## src/rtl/adc_cap_scheduler_pkg.sv

```systemverilog
// adc_cap_pkg: FSM states, S2MM command/status field positions and the command packer for adc_cap_scheduler
package adc_cap_pkg;
  typedef enum logic [2:0] {IDLE, CALC, ISSUE, DRAIN, DONE} state_t;
  localparam int CMD_BTT_W = 23;
  localparam int CMD_TYPE_BIT = 23;
  localparam int CMD_DSA_LSB = 24;
  localparam int CMD_EOF_BIT = 30;
  localparam int CMD_DRR_BIT = 31;
  localparam int CMD_SADDR_LSB = 32;
  localparam int STS_OKAY = 7;
  localparam int STS_SLVERR = 6;
  localparam int STS_DECERR = 5;
  localparam int STS_INTERR = 4;
  function automatic logic [103:0] pack_s2mm_cmd(input int aw, input logic [3:0] tag, input logic [63:0] saddr, input logic eof, input logic [CMD_BTT_W-1:0] btt);
    logic [103:0] c;
    c = {40'b0, saddr} << CMD_SADDR_LSB;
    c = c | ({100'b0, tag} << (aw + CMD_SADDR_LSB));
    c[CMD_EOF_BIT] = eof;
    c[CMD_TYPE_BIT] = 1'b1;
    c[CMD_BTT_W-1:0] = btt;
    return c;
  endfunction
endpackage

```

## src/rtl/adc_cap_scheduler_if.sv

```systemverilog
// adc_cap_scheduler_if: S2MM command/status streams; master = scheduler, slave = datamover
interface adc_cap_scheduler_if #(parameter int ADDR_WIDTH = 40);
  logic cmd_tvalid, cmd_tready, sts_tvalid, sts_tready;
  logic [ADDR_WIDTH+39:0] cmd_tdata;
  logic [7:0] sts_tdata;
  modport master(output cmd_tvalid, cmd_tdata, sts_tready, input cmd_tready, sts_tvalid, sts_tdata);
  modport slave(input cmd_tvalid, cmd_tdata, sts_tready, output cmd_tready, sts_tvalid, sts_tdata);
endinterface

```

## src/rtl/adc_cap_scheduler.sv

```systemverilog
// adc_cap_scheduler: splits a capture request (ps_clk/ps_rst, write_start/write_reset, start_address, cap_size) into chunked S2MM commands on dm, checks statuses, reports current_addr/datamover_status/wr_mm2s_err/cap_done/busy; ADC_CAP_CYCLE_CNT_EN enables the run_cycles counter
module adc_cap_scheduler import adc_cap_pkg::*; #(
  parameter int ADDR_WIDTH = 40,
  parameter int BTT_WIDTH = 23,
  parameter int CHUNK_BYTES = 4096,
  parameter int MAX_OUTSTANDING = 4
) (
  input  logic                  ps_clk,
  input  logic                  ps_rst,
  input  logic                  write_start,
  input  logic                  write_reset,
  input  logic [ADDR_WIDTH-1:0] start_address,
  input  logic [31:0]           cap_size,
  adc_cap_scheduler_if.master   dm,
  output logic [ADDR_WIDTH-1:0] current_addr,
  output logic [7:0]            datamover_status,
  output logic                  wr_mm2s_err,
  output logic                  cap_done,
  output logic                  busy,
  output logic [31:0]           run_cycles
);
  localparam int CW = $clog2(CHUNK_BYTES);
  state_t state, next;
  logic [ADDR_WIDTH-1:0] addr;
  logic [31:0] remain, room, chunk_btt;
  logic [BTT_WIDTH-1:0] btt;
  logic eof;
  logic [3:0] tag, exp_tag, outstanding;
  logic rst, start, cmd_hs, sts_live, sts_take, sts_bad;
  assign rst = ps_rst | write_reset;
  assign start = write_start && (state == IDLE || state == DONE);
  assign cmd_hs = dm.cmd_tvalid && dm.cmd_tready;
  assign sts_live = dm.sts_tvalid && state != IDLE;
  assign sts_take = sts_live && outstanding != '0;
  assign sts_bad = !dm.sts_tdata[STS_OKAY] || (|dm.sts_tdata[STS_SLVERR:STS_INTERR]) || dm.sts_tdata[3:0] != exp_tag;
  assign room = 32'(CHUNK_BYTES) - 32'(addr[CW-1:0]);
  assign chunk_btt = remain < room ? remain : room;
  assign dm.sts_tready = 1'b1;
  assign dm.cmd_tvalid = state == ISSUE && remain != '0 && outstanding < 4'(MAX_OUTSTANDING);
  assign dm.cmd_tdata = dm.cmd_tvalid ? (ADDR_WIDTH+40)'(pack_s2mm_cmd(ADDR_WIDTH, tag, 64'(addr), eof, CMD_BTT_W'(btt))) : '0;
  assign current_addr = addr;
  always_ff @(posedge ps_clk) state <= rst ? IDLE : next;
  always_comb begin
    next = state;
    if (start) next = CALC;
    else
      case (state)
        CALC:    next = remain == '0 ? DRAIN : ISSUE;
        ISSUE:   next = (cmd_hs || remain == '0) ? CALC : ISSUE;
        DRAIN:   next = outstanding == '0 ? DONE : DRAIN;
        default: next = state;
      endcase
    cap_done = state == DONE;
    busy = state inside {CALC, ISSUE, DRAIN};
  end
  always_ff @(posedge ps_clk) begin
    if (rst) begin
      addr <= '0;
      remain <= '0;
      btt <= '0;
      eof <= 1'b0;
      tag <= '0;
      exp_tag <= '0;
      outstanding <= '0;
      datamover_status <= '0;
      wr_mm2s_err <= 1'b0;
    end else if (start) begin
      addr <= start_address & ~ADDR_WIDTH'('hF);
      remain <= cap_size & ~32'hF;
      tag <= '0;
      exp_tag <= '0;
      outstanding <= '0;
      wr_mm2s_err <= 1'b0;
    end else begin
      if (state == CALC) begin
        btt <= BTT_WIDTH'(chunk_btt);
        eof <= chunk_btt == remain;
      end
      if (cmd_hs) begin
        addr <= addr + ADDR_WIDTH'(btt);
        remain <= remain - 32'(btt);
        tag <= tag + 4'd1;
      end
      if (sts_live && (outstanding == '0 || sts_bad)) wr_mm2s_err <= 1'b1;
      if (sts_take) begin
        datamover_status <= dm.sts_tdata;
        exp_tag <= exp_tag + 4'd1;
        if (sts_bad) remain <= '0;
      end
      outstanding <= outstanding + 4'(cmd_hs) - 4'(sts_take);
    end
  end
`ifdef ADC_CAP_CYCLE_CNT_EN
  always_ff @(posedge ps_clk)
    if (rst || start) run_cycles <= '0;
    else if (busy && !(&run_cycles)) run_cycles <= run_cycles + 32'd1;
`else
  assign run_cycles = '0;
`endif
endmodule

```

## src/flat_wrapper.sv

```systemverilog
// flat-port wrapper written by rule: the top's interface ports become plain ports
module adc_cap_scheduler_flat import adc_cap_pkg::*;
#(
  parameter int ADDR_WIDTH = 40,
  parameter int BTT_WIDTH = 23,
  parameter int CHUNK_BYTES = 4096,
  parameter int MAX_OUTSTANDING = 4
)
  (ps_clk, ps_rst, write_start, write_reset, start_address, cap_size, current_addr, datamover_status, wr_mm2s_err, cap_done, busy, run_cycles, dm_cmd_tvalid, dm_cmd_tdata, dm_sts_tready, dm_cmd_tready, dm_sts_tvalid, dm_sts_tdata);
  adc_cap_scheduler_if #(.ADDR_WIDTH(ADDR_WIDTH)) dm_i ();
  input  logic ps_clk;
  input  logic ps_rst;
  input  logic write_start;
  input  logic write_reset;
  input  logic [ADDR_WIDTH-1:0] start_address;
  input  logic [31:0] cap_size;
  output logic [ADDR_WIDTH-1:0] current_addr;
  output logic [7:0] datamover_status;
  output logic wr_mm2s_err;
  output logic cap_done;
  output logic busy;
  output logic [31:0] run_cycles;
  output wire logic [$bits(dm_i.cmd_tvalid)-1:0] dm_cmd_tvalid;
  output wire logic [$bits(dm_i.cmd_tdata)-1:0] dm_cmd_tdata;
  output wire logic [$bits(dm_i.sts_tready)-1:0] dm_sts_tready;
  input wire logic [$bits(dm_i.cmd_tready)-1:0] dm_cmd_tready;
  input wire logic [$bits(dm_i.sts_tvalid)-1:0] dm_sts_tvalid;
  input wire logic [$bits(dm_i.sts_tdata)-1:0] dm_sts_tdata;
  assign dm_cmd_tvalid = dm_i.cmd_tvalid;
  assign dm_cmd_tdata = dm_i.cmd_tdata;
  assign dm_sts_tready = dm_i.sts_tready;
  assign dm_i.cmd_tready = dm_cmd_tready;
  assign dm_i.sts_tvalid = dm_sts_tvalid;
  assign dm_i.sts_tdata = dm_sts_tdata;
  adc_cap_scheduler #(.ADDR_WIDTH(ADDR_WIDTH), .BTT_WIDTH(BTT_WIDTH), .CHUNK_BYTES(CHUNK_BYTES), .MAX_OUTSTANDING(MAX_OUTSTANDING)) u_core (.ps_clk(ps_clk), .ps_rst(ps_rst), .write_start(write_start), .write_reset(write_reset), .start_address(start_address), .cap_size(cap_size), .dm(dm_i), .current_addr(current_addr), .datamover_status(datamover_status), .wr_mm2s_err(wr_mm2s_err), .cap_done(cap_done), .busy(busy), .run_cycles(run_cycles));
endmodule
```

## config.mk

```make
export PLATFORM = sky130hd
export DESIGN_NAME = adc_cap_scheduler_flat
export DESIGN_NICKNAME = d
export VERILOG_FILES = /design/src/rtl/adc_cap_scheduler_pkg.sv /design/src/rtl/adc_cap_scheduler_if.sv /design/src/rtl/adc_cap_scheduler.sv /design/src/flat_wrapper.sv
export SDC_FILE = /design/constraint.sdc
export NUM_CORES = 1
export LEC_CHECK = 0
export CAP_MARGIN = 25
export CORE_AREA = 8 8 152 154
export DETAILED_ROUTE_END_ITERATION = 16
export DIE_AREA = 0 0 160 162
export HOLD_SLACK_MARGIN = 0.08
export PLACE_DENSITY = 0.83
export SLEW_MARGIN = 20
export SYNTH_ARGS = -nofsm -noshare
export SYNTH_HDL_FRONTEND = slang
export SYNTH_SLANG_ARGS = --single-unit
```

## constraint.sdc

```tcl
create_clock -name ps_clk -period 4.25 [get_ports ps_clk]
set_clock_uncertainty 0.15 [all_clocks]
set_input_delay 0.425 -clock ps_clk [delete_from_list [all_inputs] [get_ports ps_clk]]
set_output_delay 0.425 -clock ps_clk [all_outputs]
set_load 0.005 [all_outputs]
```

* Word level (Yosys, flattened, before mapping)
Index checks and enable logic that the tools add are counted. Widths: inputs -> output; s select.
Word-level totals: bits in registers 120, bits of input ports 86, output and inout bits 165, word-level logic and storage cells 70
Operators by class: $add $sub $neg 7, $lt $le $gt $ge 2, eq/ne operators 6, multiplexer cells 13, bitwise gates (word level) 3, reductions and logical operators 26
Operators by type and width (count):
- $mux 32 | 5
- $mux 40 | 2
- $mux 80 | 1
- $or 72x76->76 | 1
- $add 40x23->40 | 1
- $eq 32x32->1 | 1
- $logic_not 32->1 | 1
- $lt 32x32->1 | 1
- $reduce_bool 32->1 | 1
- $sub 32x23->32 | 1
- $sub 13x12->14 const A | 1
- $pmux 3 s3 | 1
- $add 4x1->4 const B | 2
- $reduce_bool 4->1 | 2
- $logic_and 1x1->1 | 7
- $eq 3x2->1 const B | 2
- $reduce_bool 3->1 | 2
- $logic_or 1x1->1 | 5
- $add 4x1->4 | 1
- $logic_not 4->1 | 1
- $lt 4x3->1 const B | 1
- $ne 4x4->1 | 1
- $reduce_and 2->1 | 2
- $sub 4x1->4 | 1
- other kinds (12) | 13

* Longest topological paths before layout
word-level depth 8, mapped depth 18, gate-level depth less buffers 16

* Worst setup path after synthesis
No wires, ideal clock.
path kind register to register, from register u_core.addr[2] (netlist: u_core.current_addr[2]), to register u_core.btt[0], setup time 0.086 ns, arrival 3.372 ns, required time 4.014 ns, slack 0.642 ns, cell stages (with the launch flop) 19, path buffers 2, clock period less this slack 3.608 ns, path through dfxtp_1 or3_1 nor2_1 nand2_1 or3_1 clkbuf_1 nor3_1 inv_1 ha_1 nand4_1 nor2_1 nand2_1 a21oi_1 a2111oi_2 o31ai_2 buf_6 nor2_1 a21oi_1 a211oi_1
On the way: longest elaborated chain between the ends 3
Ends and longest elaborated chain:
- start, declared | line adc_cap_scheduler.sv:24 | logic [ADDR_WIDTH-1:0] addr;
- start signal, assigned | line adc_cap_scheduler.sv:68 | addr <= start_address & ~ADDR_WIDTH'('hF);
- start signal, assigned | line adc_cap_scheduler.sv:80 | addr <= addr + ADDR_WIDTH'(btt);
- $sub 13x12->14 | line adc_cap_scheduler.sv:36 | assign room = 32'(CHUNK_BYTES) - 32'(addr[CW-1:0]);
- $lt 32x32->1 | line adc_cap_scheduler.sv:37 | assign chunk_btt = remain < room ? remain : room;
- $mux 32 | line adc_cap_scheduler.sv:37
- end signal, assigned | line adc_cap_scheduler.sv:76 | btt <= BTT_WIDTH'(chunk_btt);
- end, declared | line adc_cap_scheduler.sv:26 | logic [BTT_WIDTH-1:0] btt;
No other way between the ends. A chain may end at the register's enable or synchronous reset.

* Worst setup path after layout
from register u_core.addr[2] (netlist: u_core.current_addr[2]), to register u_core.btt[11]
On the way: longest elaborated chain between the ends 3
Ends and longest elaborated chain (line):
- $sub 13x12->14 * | adc_cap_scheduler.sv:36
- $lt 32x32->1 | adc_cap_scheduler.sv:37
- $mux 32 * | adc_cap_scheduler.sv:37
Mark *: on every way between the ends. The rest lies on a longest branch, timed or not.

==> qor.txt <==
Outcome: completed
Post_cts resized: 0
Slew @ Worst Pin: 1.011 ns
Startpoint class of the critical path: register
Clock Sinks: 120
Share of cells above drive strength 1: 6.038%
Achievable Freq: 255.2 MHz
Final cell count without fillers: 1633
Total number of vias: 9149
Worst Hold Class: reg2reg
Setup_tns: 0 ns
Placement Setup Slack: 0.3002 ns
Max-cap violations: 0
Post-synthesis async set-or-reset flop share: 0%
CTS Buffer Depth: 2
CTS buffer count: 17
IO Count: 251
Hold path start: u_core.datamover_status[0]
Antenna violations before repair: 0
Power Density: 287.3 mW/mm2
Postcts setup bufs: 0
Drt drc: 0
Final Instance Area: 0.01182 mm2
Fin crit period: 3.918 ns
Drt first-iter violations: 473
Arrival time worst endpoint: 4.10 ns
Reg2reg start: u_core.current_addr[2]
Cell count of the worst reg-to-reg path: 16
Core area: 0.02069 mm2
Setup crit end kind: register
Antenna Nets Post-Route: 0
Antenna cells: 0
Critical path class: reg2reg
GPL Wtd Cong: 0.9186
Routed WL: 29.01 mm
Average routed wire per standard cell: 17.77 um
Most frequent cells in the layout: clkdlybuf4s50_1, dfxtp_1, nand2_1, a21oi_1, nor2_1
Mapped cell area: 0.009139 mm2
WP data required: 4.43 ns
# setup viols final: 0
VDD IR max: 263.4 uV
Average size of a mapped cell: 7.791 um2
GRT Residual Overflow: 0
Sequential fraction of the synthesis area: 26.29%
Site Rows: 53
Core Util, Final: 57.13%
Placed cells: 1602
Syn-to-layout area delta: 29.34%
CTS tree: built
Final Net Count: 1501
Leak: 4.708 nW
Placed inst area: 0.01118 mm2
Vias in the first global route: 9061
Final worst slack: 0.3316 ns
Die Wd: 160 um
Die area: 0.02592 mm2
First-pass GRT wire length: 46.38 mm
RSZ-0062 raised after global routing: false
Cells after synthesis: 1173
Reg2Reg Setup Slack: 0.33 ns
Post-CTS Hold Buffers: 0
DR pass1 iterations: 5
EDFF count, synth: 0
Yosys reg bits: 120
Clock latency on the worst-skew pair: 0.43 ns
YS warnings: 0
Crit. Startpoint: u_core.current_addr[2]
Hold depth: 2
Worst-path fanout max: 8
Fill cells: 1888
CTS H-tree lvls: 4
Worst hold slack: 0.3065 ns
Starting Density: 44.17%
Clk slew on worst S/H paths: 0.06 ns
Tcrit/Tclk final: 92.20%
Hpwl dp: 21.73 mm
Hold path endpoint: u_core.datamover_status[0]
Slew headroom: 32.63%
Post-synth cell types: 81
Ys flop type: dfxtp_1
Overall die height: 162 um
Clock root cell: clkbuf_16
Largest net degree at the start of global routing: 65
Leading cell type in the layout, fill and taps excluded: clkdlybuf4s50_1
Total power: 3.396 mW
GRT Util Overall: 21.81%
DR vias/cell: 5.603
IO Port Bufs: 198
Reg2reg end: u_core.btt[11]
Fin. Hold Viols: 0
Max Transition Viols Final: 0
==> sequential cells by signal, summed over array words and instances (netlist names) <==
signal                   flops
u_core.btt                  23
u_core.current_addr         40
u_core.datamover_status      8
u_core.eof                   1
u_core.exp_tag               4
u_core.outstanding           4
u_core.remain               32
u_core.state                 3
u_core.tag                   4
u_core.wr_mm2s_err           1
==> final cells by class <==
cell class	count	area [um2]	area share (%)
multi-input cells	931	6107	51.67
flip-flops and latches	120	2402	20.32
repair buffers	214	2102	17.78
clock buffers	22	484.2	4.097
well taps	275	344.1	2.911
inverters	62	235.2	1.990
clock inverters	9	145.1	1.228
==> worst max-delay path, cell delays in order, from the launching register on <==
cell,delay [ns]
dfxtp_1,0.37
or3_1,0.41
nor2_1,0.13
nand2_1,0.12
or3_1,0.46
nor3_1,0.30
inv_1,0.08
ha_1,0.31
nand4_1,0.11
nor2_1,0.04
nand2_1,0.10
a21oi_1,0.06
a2111oi_2,0.37
o31ai_2,0.20
buf_4,0.22
mux2i_1,0.13
a211oi_1,0.24
==> power by group <==
group,switching [mW],leakage (nW),internal (mW)
registers,0.0365,0.972,1.15
clock network,0.528,0.316,1.03
logic,0.349,3.42,0.297
total,0.913,4.71,2.48
==> synth_stat cells (15+ instances only) <==
cell type  instances  area share, %
dfxtp_1          120             26
nand2_1          109            4.5
a21oi_1           97            5.3
nor2_1            75            3.1
ha_1              66            9.0
nor3_1            64            3.5
inv_1             61            2.5
and2_1            48            3.3
buf_4             45            3.7
o21ai_0           45            2.5
clkbuf_1          40            1.6
xnor2_1           34            3.3
xor2_1            32            3.1
a21o_1            31            2.5
a22oi_1           23            1.9
a211oi_1          22            1.8
and3_1            21            1.4
nand3_1           21            1.2
mux2i_1           17            1.9
a31oi_1           15            1.0
==> layer usage <==
| metal | vias to the layer above | wire length, um | global-route usage, % |
|---|---|---|---|
| li1 | 4472 | - | - |
| met2 | 320 | 14060 | 37.67 |
| met1 | 4323 | 12560 | 26.47 |
| met4 | 0 | 505 | 7.647 |
| met3 | 34 | 1889 | 4.480 |
| met5 | - | 0 | 0 |
==> worst max path at each step <==
stage,cells after the start,endpoint
after global placement,17,u_core.btt[0]
after detailed placement,14,u_core.btt[11]
final,16,u_core.btt[11]
after global routing,17,u_core.btt[0]
after floorplan,18,u_core.btt[0]
after CTS,14,u_core.btt[11]
==> cells by family (layout without fill, tap and decap cells) <==
logic type / Yosys count / after routing / synth area share (%)
adders and majority gates: 69 / 69 / 9.693
muxes: 17 / 17 / 1.862
other: 2 / 44 / 0.08218
DFF: 120 / 120 / 26.29
xor gates and xnor gates: 66 / 66 / 6.325
and+or+nand+nor: 415 / 415 / 22.93
AOI/OAI and AO/OA: 320 / 320 / 23.89
buffers and inverters: 164 / 307 / 8.926
Note: power is estimated with default switching activity, not from simulation.
